[src/rtl/mac_fetch_ctrl_if.sv]
// Control/read bundle between mac_fetch_ctrl and the mac plus its ia/weight row memories.
// master = fetch controller, slave = mac/memory side.
interface mac_fetch_ctrl_if #(
  parameter int IA_ROW_MEM_ADDR     = 7,
  parameter int WEIGHT_ROW_MEM_ADDR = 8
);
  logic                           mac_start;
  logic                           mac_resetn;
  logic                           ia_need;
  logic                           weight_need;
  logic                           ia_rd_en;
  logic [IA_ROW_MEM_ADDR-1:0]     ia_rd_addr;
  logic                           wt_rd_en;
  logic [WEIGHT_ROW_MEM_ADDR-1:0] wt_rd_addr;
  logic                           row_done;

  modport master (
    input  ia_need, weight_need,
    output mac_start, mac_resetn, ia_rd_en, ia_rd_addr, wt_rd_en, wt_rd_addr, row_done
  );

  modport slave (
    output ia_need, weight_need,
    input  mac_start, mac_resetn, ia_rd_en, ia_rd_addr, wt_rd_en, wt_rd_addr, row_done
  );
endinterface

[src/rtl/mac_fetch_ctrl.sv]
// Sequences one mac through a tile of output rows: config check, shift-register prime,
// need-driven row-memory reads, drain and mac clear.
//   state   | meaning
//   S_IDLE  | waiting for start; config latched on start
//   S_CHECK | validate latched config; mac_start or cfg_err+done
//   S_PRIME | 3 lockstep reads (addr 0,1,2) to fill the mac shift registers
//   S_RUN   | reads follow ia_need/weight_need until OUT_ROWS rows are read
//   S_DRAIN | DRAIN_CYC idle cycles for the mac pipeline to empty
//   S_CLEAR | mac_resetn low for one cycle, done registered
module mac_fetch_ctrl #(
  parameter int IA_ROW_MEM_ADDR     = 7,
  parameter int WEIGHT_ROW_MEM_ADDR = 8,
  parameter int ROW_CNT_W           = 6,
  parameter int DRAIN_CYC           = 4
) (
  input  logic                 i_clk,
  input  logic                 i_reset,
  input  logic                 i_start,
  input  logic [2:0]           i_k,
  input  logic [5:0]           i_img_w,
  input  logic [7:0]           i_oc,
  input  logic [2:0]           i_stride,
  input  logic [ROW_CNT_W-1:0] i_out_rows,
  output logic                 o_busy,
  output logic                 o_done,
  output logic                 o_cfg_err,
  mac_fetch_ctrl_if.master     mac_if
);
  localparam int IAW   = IA_ROW_MEM_ADDR;
  localparam int WAW   = WEIGHT_ROW_MEM_ADDR;
  localparam int DRN_W = $clog2(DRAIN_CYC + 1);

  typedef enum logic [2:0] {S_IDLE, S_CHECK, S_PRIME, S_RUN, S_DRAIN, S_CLEAR} state_t;

  state_t               r_state, w_next;
  logic [2:0]           r_k, r_stride, r_k_idx;
  logic [5:0]           r_img_w;
  logic [7:0]           r_oc, r_oc_idx;
  logic [ROW_CNT_W-1:0] r_out_rows, r_row_cnt;
  logic [IAW-1:0]       r_ia_idx;
  logic [DRN_W-1:0]     r_drain_cnt;
  logic                 r_done, r_cfg_err;

  logic                 w_legal, w_row_wrap, w_last_row, w_oc_wrap, w_k_wrap;
  logic                 w_ia_rd, w_wt_rd, w_mac_start, w_clear;
  logic [WAW-1:0]       w_wt_run_addr, w_wt_addr;

  assign w_legal = (r_k >= 3'd1) && (r_k <= 3'd3) &&
                   (r_img_w >= 6'd4) && (r_img_w <= 6'd32) &&
                   (r_oc >= 8'd1) && (r_oc <= 8'd64) &&
                   ((r_stride == 3'd1) || (r_stride == 3'd2)) &&
                   (r_out_rows != '0);

  assign w_row_wrap    = (r_ia_idx == IAW'(r_img_w - 6'd1));
  assign w_last_row    = ((r_row_cnt + ROW_CNT_W'(1)) == r_out_rows);
  assign w_oc_wrap     = (r_oc_idx == (r_oc - 8'd1));
  assign w_k_wrap      = (r_k_idx == (r_k - 3'd1));
  // Product wraps modulo the weight address space.
  assign w_wt_run_addr = WAW'(r_oc_idx) * WAW'(r_k) + WAW'(r_k_idx);

  always_comb begin
    w_next      = r_state;
    w_mac_start = 1'b0;
    w_clear     = 1'b0;
    w_ia_rd     = 1'b0;
    w_wt_rd     = 1'b0;
    w_wt_addr   = w_wt_run_addr;
    case (r_state)
      S_IDLE:  if (i_start) w_next = S_CHECK;
      S_CHECK: begin
        if (w_legal) begin
          w_mac_start = 1'b1;
          w_next      = S_PRIME;
        end else begin
          w_next      = S_IDLE;
        end
      end
      S_PRIME: begin
        w_ia_rd   = 1'b1;
        w_wt_rd   = 1'b1;
        w_wt_addr = WAW'(r_ia_idx);
        if (r_ia_idx == IAW'(2)) w_next = S_RUN;
      end
      S_RUN: begin
        w_ia_rd = mac_if.ia_need;
        w_wt_rd = mac_if.weight_need;
        if (w_ia_rd && w_row_wrap && w_last_row) w_next = S_DRAIN;
      end
      S_DRAIN: if (r_drain_cnt == '0) w_next = S_CLEAR;
      S_CLEAR: begin
        w_clear = 1'b1;
        w_next  = S_IDLE;
      end
      default: w_next = S_IDLE;
    endcase
  end

  always_ff @(posedge i_clk) begin
    if (i_reset) begin
      r_state     <= S_IDLE;
      r_k         <= '0;
      r_stride    <= '0;
      r_img_w     <= '0;
      r_oc        <= '0;
      r_out_rows  <= '0;
      r_ia_idx    <= '0;
      r_oc_idx    <= '0;
      r_k_idx     <= '0;
      r_row_cnt   <= '0;
      r_drain_cnt <= '0;
      r_done      <= 1'b0;
      r_cfg_err   <= 1'b0;
    end else begin
      r_state <= w_next;
      r_done  <= 1'b0;
      case (r_state)
        S_IDLE: begin
          if (i_start) begin
            r_k        <= i_k;
            r_stride   <= i_stride;
            r_img_w    <= i_img_w;
            r_oc       <= i_oc;
            r_out_rows <= i_out_rows;
          end
        end
        S_CHECK: begin
          if (w_legal) begin
            r_cfg_err <= 1'b0;
            r_ia_idx  <= '0;
            r_oc_idx  <= '0;
            r_k_idx   <= '0;
            r_row_cnt <= '0;
          end else begin
            r_cfg_err <= 1'b1;
            r_done    <= 1'b1;
          end
        end
        S_PRIME: r_ia_idx <= r_ia_idx + IAW'(1);
        S_RUN: begin
          if (w_ia_rd) begin
            if (w_row_wrap) begin
              r_ia_idx  <= '0;
              r_row_cnt <= r_row_cnt + ROW_CNT_W'(1);
            end else begin
              r_ia_idx  <= r_ia_idx + IAW'(1);
            end
          end
          if (w_wt_rd) begin
            if (w_oc_wrap) begin
              r_oc_idx <= '0;
              r_k_idx  <= w_k_wrap ? 3'd0 : r_k_idx + 3'd1;
            end else begin
              r_oc_idx <= r_oc_idx + 8'd1;
            end
          end
          if (w_next == S_DRAIN) r_drain_cnt <= DRN_W'(DRAIN_CYC - 1);
        end
        S_DRAIN: r_drain_cnt <= r_drain_cnt - DRN_W'(1);
        S_CLEAR: r_done <= 1'b1;
        default: ;
      endcase
    end
  end

  assign o_busy            = (r_state != S_IDLE);
  assign o_done            = r_done;
  assign o_cfg_err         = r_cfg_err;
  assign mac_if.mac_start  = w_mac_start;
  assign mac_if.mac_resetn = ~(i_reset | w_clear);
  assign mac_if.ia_rd_en   = w_ia_rd;
  assign mac_if.ia_rd_addr = r_ia_idx;
  assign mac_if.wt_rd_en   = w_wt_rd;
  assign mac_if.wt_rd_addr = w_wt_addr;
  assign mac_if.row_done   = (r_state == S_RUN) && w_ia_rd && w_row_wrap;
endmodule

[src/flat_wrapper.sv]
// flat-port wrapper written by rule: the top's interface ports become plain ports
module mac_fetch_ctrl_flat 
#(
  parameter int IA_ROW_MEM_ADDR     = 7,
  parameter int WEIGHT_ROW_MEM_ADDR = 8,
  parameter int ROW_CNT_W           = 6,
  parameter int DRAIN_CYC           = 4
)
  (i_clk, i_reset, i_start, i_k, i_img_w, i_oc, i_stride, i_out_rows, o_busy, o_done, o_cfg_err, mac_if_ia_need, mac_if_weight_need, mac_if_mac_start, mac_if_mac_resetn, mac_if_ia_rd_en, mac_if_ia_rd_addr, mac_if_wt_rd_en, mac_if_wt_rd_addr, mac_if_row_done);
  mac_fetch_ctrl_if #(.IA_ROW_MEM_ADDR(IA_ROW_MEM_ADDR), .WEIGHT_ROW_MEM_ADDR(WEIGHT_ROW_MEM_ADDR)) mac_if_i ();
  input  logic i_clk;
  input  logic i_reset;
  input  logic i_start;
  input  logic [2:0] i_k;
  input  logic [5:0] i_img_w;
  input  logic [7:0] i_oc;
  input  logic [2:0] i_stride;
  input  logic [ROW_CNT_W-1:0] i_out_rows;
  output logic o_busy;
  output logic o_done;
  output logic o_cfg_err;
  input wire logic [$bits(mac_if_i.ia_need)-1:0] mac_if_ia_need;
  input wire logic [$bits(mac_if_i.weight_need)-1:0] mac_if_weight_need;
  output wire logic [$bits(mac_if_i.mac_start)-1:0] mac_if_mac_start;
  output wire logic [$bits(mac_if_i.mac_resetn)-1:0] mac_if_mac_resetn;
  output wire logic [$bits(mac_if_i.ia_rd_en)-1:0] mac_if_ia_rd_en;
  output wire logic [$bits(mac_if_i.ia_rd_addr)-1:0] mac_if_ia_rd_addr;
  output wire logic [$bits(mac_if_i.wt_rd_en)-1:0] mac_if_wt_rd_en;
  output wire logic [$bits(mac_if_i.wt_rd_addr)-1:0] mac_if_wt_rd_addr;
  output wire logic [$bits(mac_if_i.row_done)-1:0] mac_if_row_done;
  assign mac_if_i.ia_need = mac_if_ia_need;
  assign mac_if_i.weight_need = mac_if_weight_need;
  assign mac_if_mac_start = mac_if_i.mac_start;
  assign mac_if_mac_resetn = mac_if_i.mac_resetn;
  assign mac_if_ia_rd_en = mac_if_i.ia_rd_en;
  assign mac_if_ia_rd_addr = mac_if_i.ia_rd_addr;
  assign mac_if_wt_rd_en = mac_if_i.wt_rd_en;
  assign mac_if_wt_rd_addr = mac_if_i.wt_rd_addr;
  assign mac_if_row_done = mac_if_i.row_done;
  mac_fetch_ctrl #(.IA_ROW_MEM_ADDR(IA_ROW_MEM_ADDR), .WEIGHT_ROW_MEM_ADDR(WEIGHT_ROW_MEM_ADDR), .ROW_CNT_W(ROW_CNT_W), .DRAIN_CYC(DRAIN_CYC)) u_core (.i_clk(i_clk), .i_reset(i_reset), .i_start(i_start), .i_k(i_k), .i_img_w(i_img_w), .i_oc(i_oc), .i_stride(i_stride), .i_out_rows(i_out_rows), .o_busy(o_busy), .o_done(o_done), .o_cfg_err(o_cfg_err), .mac_if(mac_if_i));
endmodule
[config.mk]
export PLATFORM = sky130hd
export DESIGN_NAME = mac_fetch_ctrl_flat
export DESIGN_NICKNAME = d
export VERILOG_FILES = /design/src/rtl/mac_fetch_ctrl_if.sv /design/src/rtl/mac_fetch_ctrl.sv /design/src/flat_wrapper.sv
export SDC_FILE = /design/constraint.sdc
export NUM_CORES = 1
export LEC_CHECK = 0
export ABC_AREA = 1
export BUFFER_PORTS_ARGS = -buffer_cell sky130_fd_sc_hd__buf_2
export CORE_MARGIN = 2
export CORE_UTILIZATION = 30
export CTS_CLUSTER_SIZE = 12
export DETAILED_ROUTE_END_ITERATION = 10
export PLACE_DENSITY = 0.57
export SYNTH_ARGS = -nofsm -noshare
export SYNTH_HDL_FRONTEND = slang
export SYNTH_SLANG_ARGS = --single-unit
[constraint.sdc]
create_clock -name i_clk -period 4.78 [get_ports i_clk]
set_input_delay 0.956 -clock i_clk [delete_from_list [all_inputs] [get_ports i_clk]]
set_output_delay 0.956 -clock i_clk [all_outputs]
set_load 0.01 [all_outputs]
* After elaboration in Yosys (flattened, before gate mapping) *
Cells that the tools add are included.

cells by class
  add/subtract/negate cells = 9
  multipliers = 1
  $lt $le $gt $ge = 6
  equal/unequal tests = 19
  muxes and demuxes = 33
  bitwise operators = 2
  reductions and logical operators = 25

operators by type and width
  operator             count
  $mux 8               4
  $mux 3               9
  $mux 7               3
  $pmux 7 s3           1
  $mux 6               3
  $pmux 8 s2           1
  $pmux 3 s5           1
  $pmux 3 s2           2
  $pmux 6 s2           1
  $logic_and 1x1->1    11
  $ne 2x1->1 const B   5
  $eq 3x2->1 const B   3
  $eq 3x3->1 const B   3
  $add 8x1->8 const B  1
  $add 8x3->8          1
  $eq 8x8->1           1
  $ge 8x1->1 const B   1
  $le 8x7->1 const B   1
  $mul 8x3->8          1
  $reduce_and 4->1     2
  $sub 8x1->8 const B  1
  $add 7x1->7 const B  1
  $eq 7x2->1 const B   1
  $eq 7x7->1           1
  24 further kinds     36

word-level totals
  register bits after elaboration = 58
  input port bits = 31
  output and inout bits = 23
  logic and storage cells = 108

* Logic depth before layout (Yosys ltp) *
  word-level depth = 13
  mapped depth = 17
  depth with buffers taken out = 16

* Worst setup path after synthesis *
No wires, ideal clock.

  path kind = reg2out
  start = register u_core.r_k[0]
  end = output mac_if_wt_rd_addr[6]
  data arrival time = 2.899 ns
  path slack = 0.925 ns
  stages on the path, launching flop included = 16
  path buffers = 1
  cells stage by stage = dfxtp_1 buf_2 nand2_1 fa_1 fa_1 inv_1 ha_1 nand2_1 nand2_1 a21oi_1 nor2_1 o21ai_0 nand2_1 or2_2 nand3_1 o21ai_0

on the way
  cells in the longest elaborated chain, start to end = 3

ends and longest elaborated chain
  element                 RTL line               text
  start, declared         mac_fetch_ctrl.sv:36   logic [2:0] r_k, r_stride, r_k_idx;
  start signal, assigned  mac_fetch_ctrl.sv:119  r_k <= i_k;
  $mul 8x3->8             mac_fetch_ctrl.sv:59   assign w_wt_run_addr = WAW'(r_oc_idx) * WAW'(r_k) + WAW'(r_k_idx);
  $add 8x3->8             mac_fetch_ctrl.sv:59
  $mux 8                  mac_fetch_ctrl.sv:68   case (r_state)
  end, declared           flat_wrapper.sv:29     output wire logic [$bits(mac_if_i.wt_rd_addr)-1:0] mac_if_wt_rd_addr;

Every way passes these cells.

* Final worst setup path *
  start = register u_core.r_k[1]
  end = output mac_if_wt_rd_addr[6]

Same word-level chain as after synthesis.

==> results.toml <==
[status]
status = "finished clean"

[floorplanning]
dieArea_sq_um = 15590
die_h_microns = 124.9
fp-row-count = 44
coreArea_sq_um = 14420
die_x_microns = 124.9
start_util_pct = 30.39
ioPinCount = 54

[global_routing]
overflow = 0
antenna_found_initial = 0
grt_max_degree = 51
grt_pass1_wl_microns = 19450
first_global_vias = 3940
track_usage_pct = 15.51

[detailed_routing]
dr.pass1.iters = 5
wl_met2_microns = 5171
wire_per_inst_microns = 12.28
vias = 4221
antenna_left = 0
drt-met1-wl_microns = 5582
wl_met3_microns = 477
post_drt_via_cell_ratio = 4.553
drt_iter0_markers = 238
drc = 0
routed.top_layer = "met4"
routed_wl_microns = 11380

[cts]
clock-sinks = 58
root_buffer = "clkbuf_16"
numCtsBuffers = 9
htreeDepth = 3
postCtsHoldBufs = 0
clock_latency_ns = 0.34
clk_path_buf_depth = 2
post_cts_buffers = 0
clk_pin_slew_worst_paths_ns = 0.05
cts_tree = "done"
cts-resized-gates = 0

[pwr]
seqPwrFrac_pct = 37.3
p_clk_share_pct = 45.6
power.internal_mw = 1.037
p_per_area_nw_per_um2 = 285.9
p_leak_nw = 2.572
peakVddDrop_uv = 173.2
combPwrFrac_pct = 17.1
net-switching-power_mw = 0.4284
swShare_pct = 29.23

[cells_and_area]
area_growth_pct = 16.96
multi_input_area_sq_um = 2713
antenna_cells = 0
drive_above_1_share_pct = 14.00
regArea_sq_um = 1164
fillers = 1620
design_area_sq_um = 5126
nets = 804

[sta]
period_minus_slack_ns = 4.443
maxSlewHeadroom_pct = 67.16
finalCritPeriodShare_pct = 92.95
fmax_mhz = 225.1
worst_pin_slew_ns = 0.4921
setup_tns_ns = 0
setup_violations = 0
hold_ws_ns = 0.4578
hold_viol = 0
slew_violations = 0
rsz0062_at_grt = "no"
clock_skew_ns = 0.01116

[placed_design]
place.gp.congestion = 0.8230
dpl_cell_area_sq_um = 4817
port_buffers = 53
dp_hpwl_microns = 8813

[yosys]
netlist_top_cells_area = "dfxtp_1 26%, nand2_1 16%, inv_1 9.2%, ha_1 8.0%, nand3_1 7.1%"
ys_seq_area_share_pct = 26.49
yosysWarnings = 0
synth_top_flop_cell = "dfxtp_1"
avgSynthCellArea_sq_um = 6.361
async_reset_ff_share_pct = 0
yosysTopAreaCellShare_pct = 26.49
synth-edff-count = 0
yosysTopAreaCell = "dfxtp_1"
netlist_area_sq_um = 4383
synth_most_common_cell = "nand2_1"
synthesis.nets = 755
synth_cell_types = 35
synth_seq_cells = 58
synth_commonest_cells = "184 x nand2_1, 107 x inv_1, 62 x nand3_1, 60 x nor2_1, 58 x dfxtp_1"
synth_cells = 689

[critical_path]
path_common_cell = "nand2_1"
start_kind = "flip-flop"
critPathKind = "reg2out"
critical_path.top_delay_family = "adder cells"
arrival_ns = 3.49
crit_required_ns = 3.82
critical-path-slowest-cell = "fa_1"
cpPeakStageDelay_ns = 0.55
critPathMaxFanout = 10
path_cells = "nand2_1 > fa_1 > fa_1 > inv_1 > ha_1 > nand2_1 > nand2_1 > a21oi_1 > nor2_1 > o21ai_0 > nand2_1 > or2_2 > nand3_1 > o21ai_0 > buf_2"
crit_buf_inv = 2
end_kind = "primary output"

[hold_path]
min_path_type = "reg2reg"

[flow_run]
cap_viol_max_count = 0
## state kept, by name, indices dropped and copies added, names as in the netlist
| name | count |
|---|---|
| u_core.mac_if.ia_rd_addr | 7 |
| u_core.o_cfg_err | 1 |
| u_core.o_done | 1 |
| u_core.r_drain_cnt | 3 |
| u_core.r_img_w | 6 |
| u_core.r_k | 3 |
| u_core.r_k_idx | 3 |
| u_core.r_oc | 8 |
| u_core.r_oc_idx | 8 |
| u_core.r_out_rows | 6 |
| u_core.r_row_cnt | 6 |
| u_core.r_state | 3 |
| u_core.r_stride | 3 |
## layout by cell type (no fill, tap or decap), types with 9 or more instances in the layout
master / Yosys / routed
nand2_1: 184 / 184
inv_1: 107 / 107
nand3_1: 62 / 61
nor2_1: 60 / 60
dfxtp_1: 58 / 56
buf_2: 5 / 53
o21ai_0: 46 / 46
a21oi_1: 40 / 40
ha_1: 28 / 28
xor2_1: 11 / 11
nand4_1: 11 / 11
nor3_1: 10 / 10
xnor2_1: 10 / 10
nor2_2: 9 / 9
clkbuf_16: 0 / 9
## metal layers
layer / GRT usage [%] / up-vias
met5: 0 / -
met4: 4.183 / 0
met3: 3.823 / 13
met2: 25.17 / 70
met1: 20.59 / 1867
li1: - / 2271
## logic make-up (layout without fill, tap and decap cells)
group / after synthesis / count (layout) / synth area share, %
compound gates: 92 / 92 / 10.85
simple gates: 352 / 352 / 35.54
flops: 58 / 58 / 26.49
fa+ha+maj: 35 / 35 / 11.19
xor+xnor: 21 / 21 / 4.196
buf+inv: 131 / 185 / 11.73
## power groups by stage
stage / logic (mW) / clock network [mW] / registers [mW]
after global placement: 0.252 / 0 / 0.556
after floorplan: 0.194 / 0 / 0.544
after detailed placement: 0.251 / 0 / 0.556
final: 0.250 / 0.669 / 0.547
after global routing: 0.291 / 0.708 / 0.552
after CTS: 0.253 / 0.680 / 0.546
## final cells by class
cell class,instances,share of cell area (%)
clock buffers,12,5.004
flip-flops and latches,58,22.70
multi-input cells,500,52.92
clock inverters,4,0.9763
inverters,114,8.445
repair buffers,55,5.467
well taps,184,4.491
## final timing paths
kind / from / to / slack [ns] / depth (start not counted)
max: u_core.r_k[1] / mac_if_wt_rd_addr[6] / 0.34 / 15
min: u_core.r_stride[2] / u_core.r_stride[2] / 0.46 / 2
max reg2reg: u_core.r_oc[0] / u_core.mac_if.ia_rd_addr[0] / 2.62 / 10
min reg2reg: u_core.r_stride[2] / u_core.r_stride[2] / 0.46 / 2
## through the flow
step,power (mW),std cells,util (%),setup WS [ns]
final,1.466,927,35.54,0.3369
after global routing,1.551,927,35.54,0.001692
after CTS,1.479,927,35.52,0.2474
after detailed placement,0.8073,911,33.40,0.6318
after global placement,0.8074,911,33.40,0.6985
after floorplan,0.7374,689,-,0.9251
## worst reg2reg max path, delay by kind of cell, from the launching register on
family	cells	cell delay, ns
AOI/OAI and AO/OA	2	0.48
adders and majority gates	1	0.27
buffers and inverters	1	0.14
DFF	1	0.36
and+or+nand+nor	6	0.80
No activity file was read; power rests on OpenSTA's default activity.
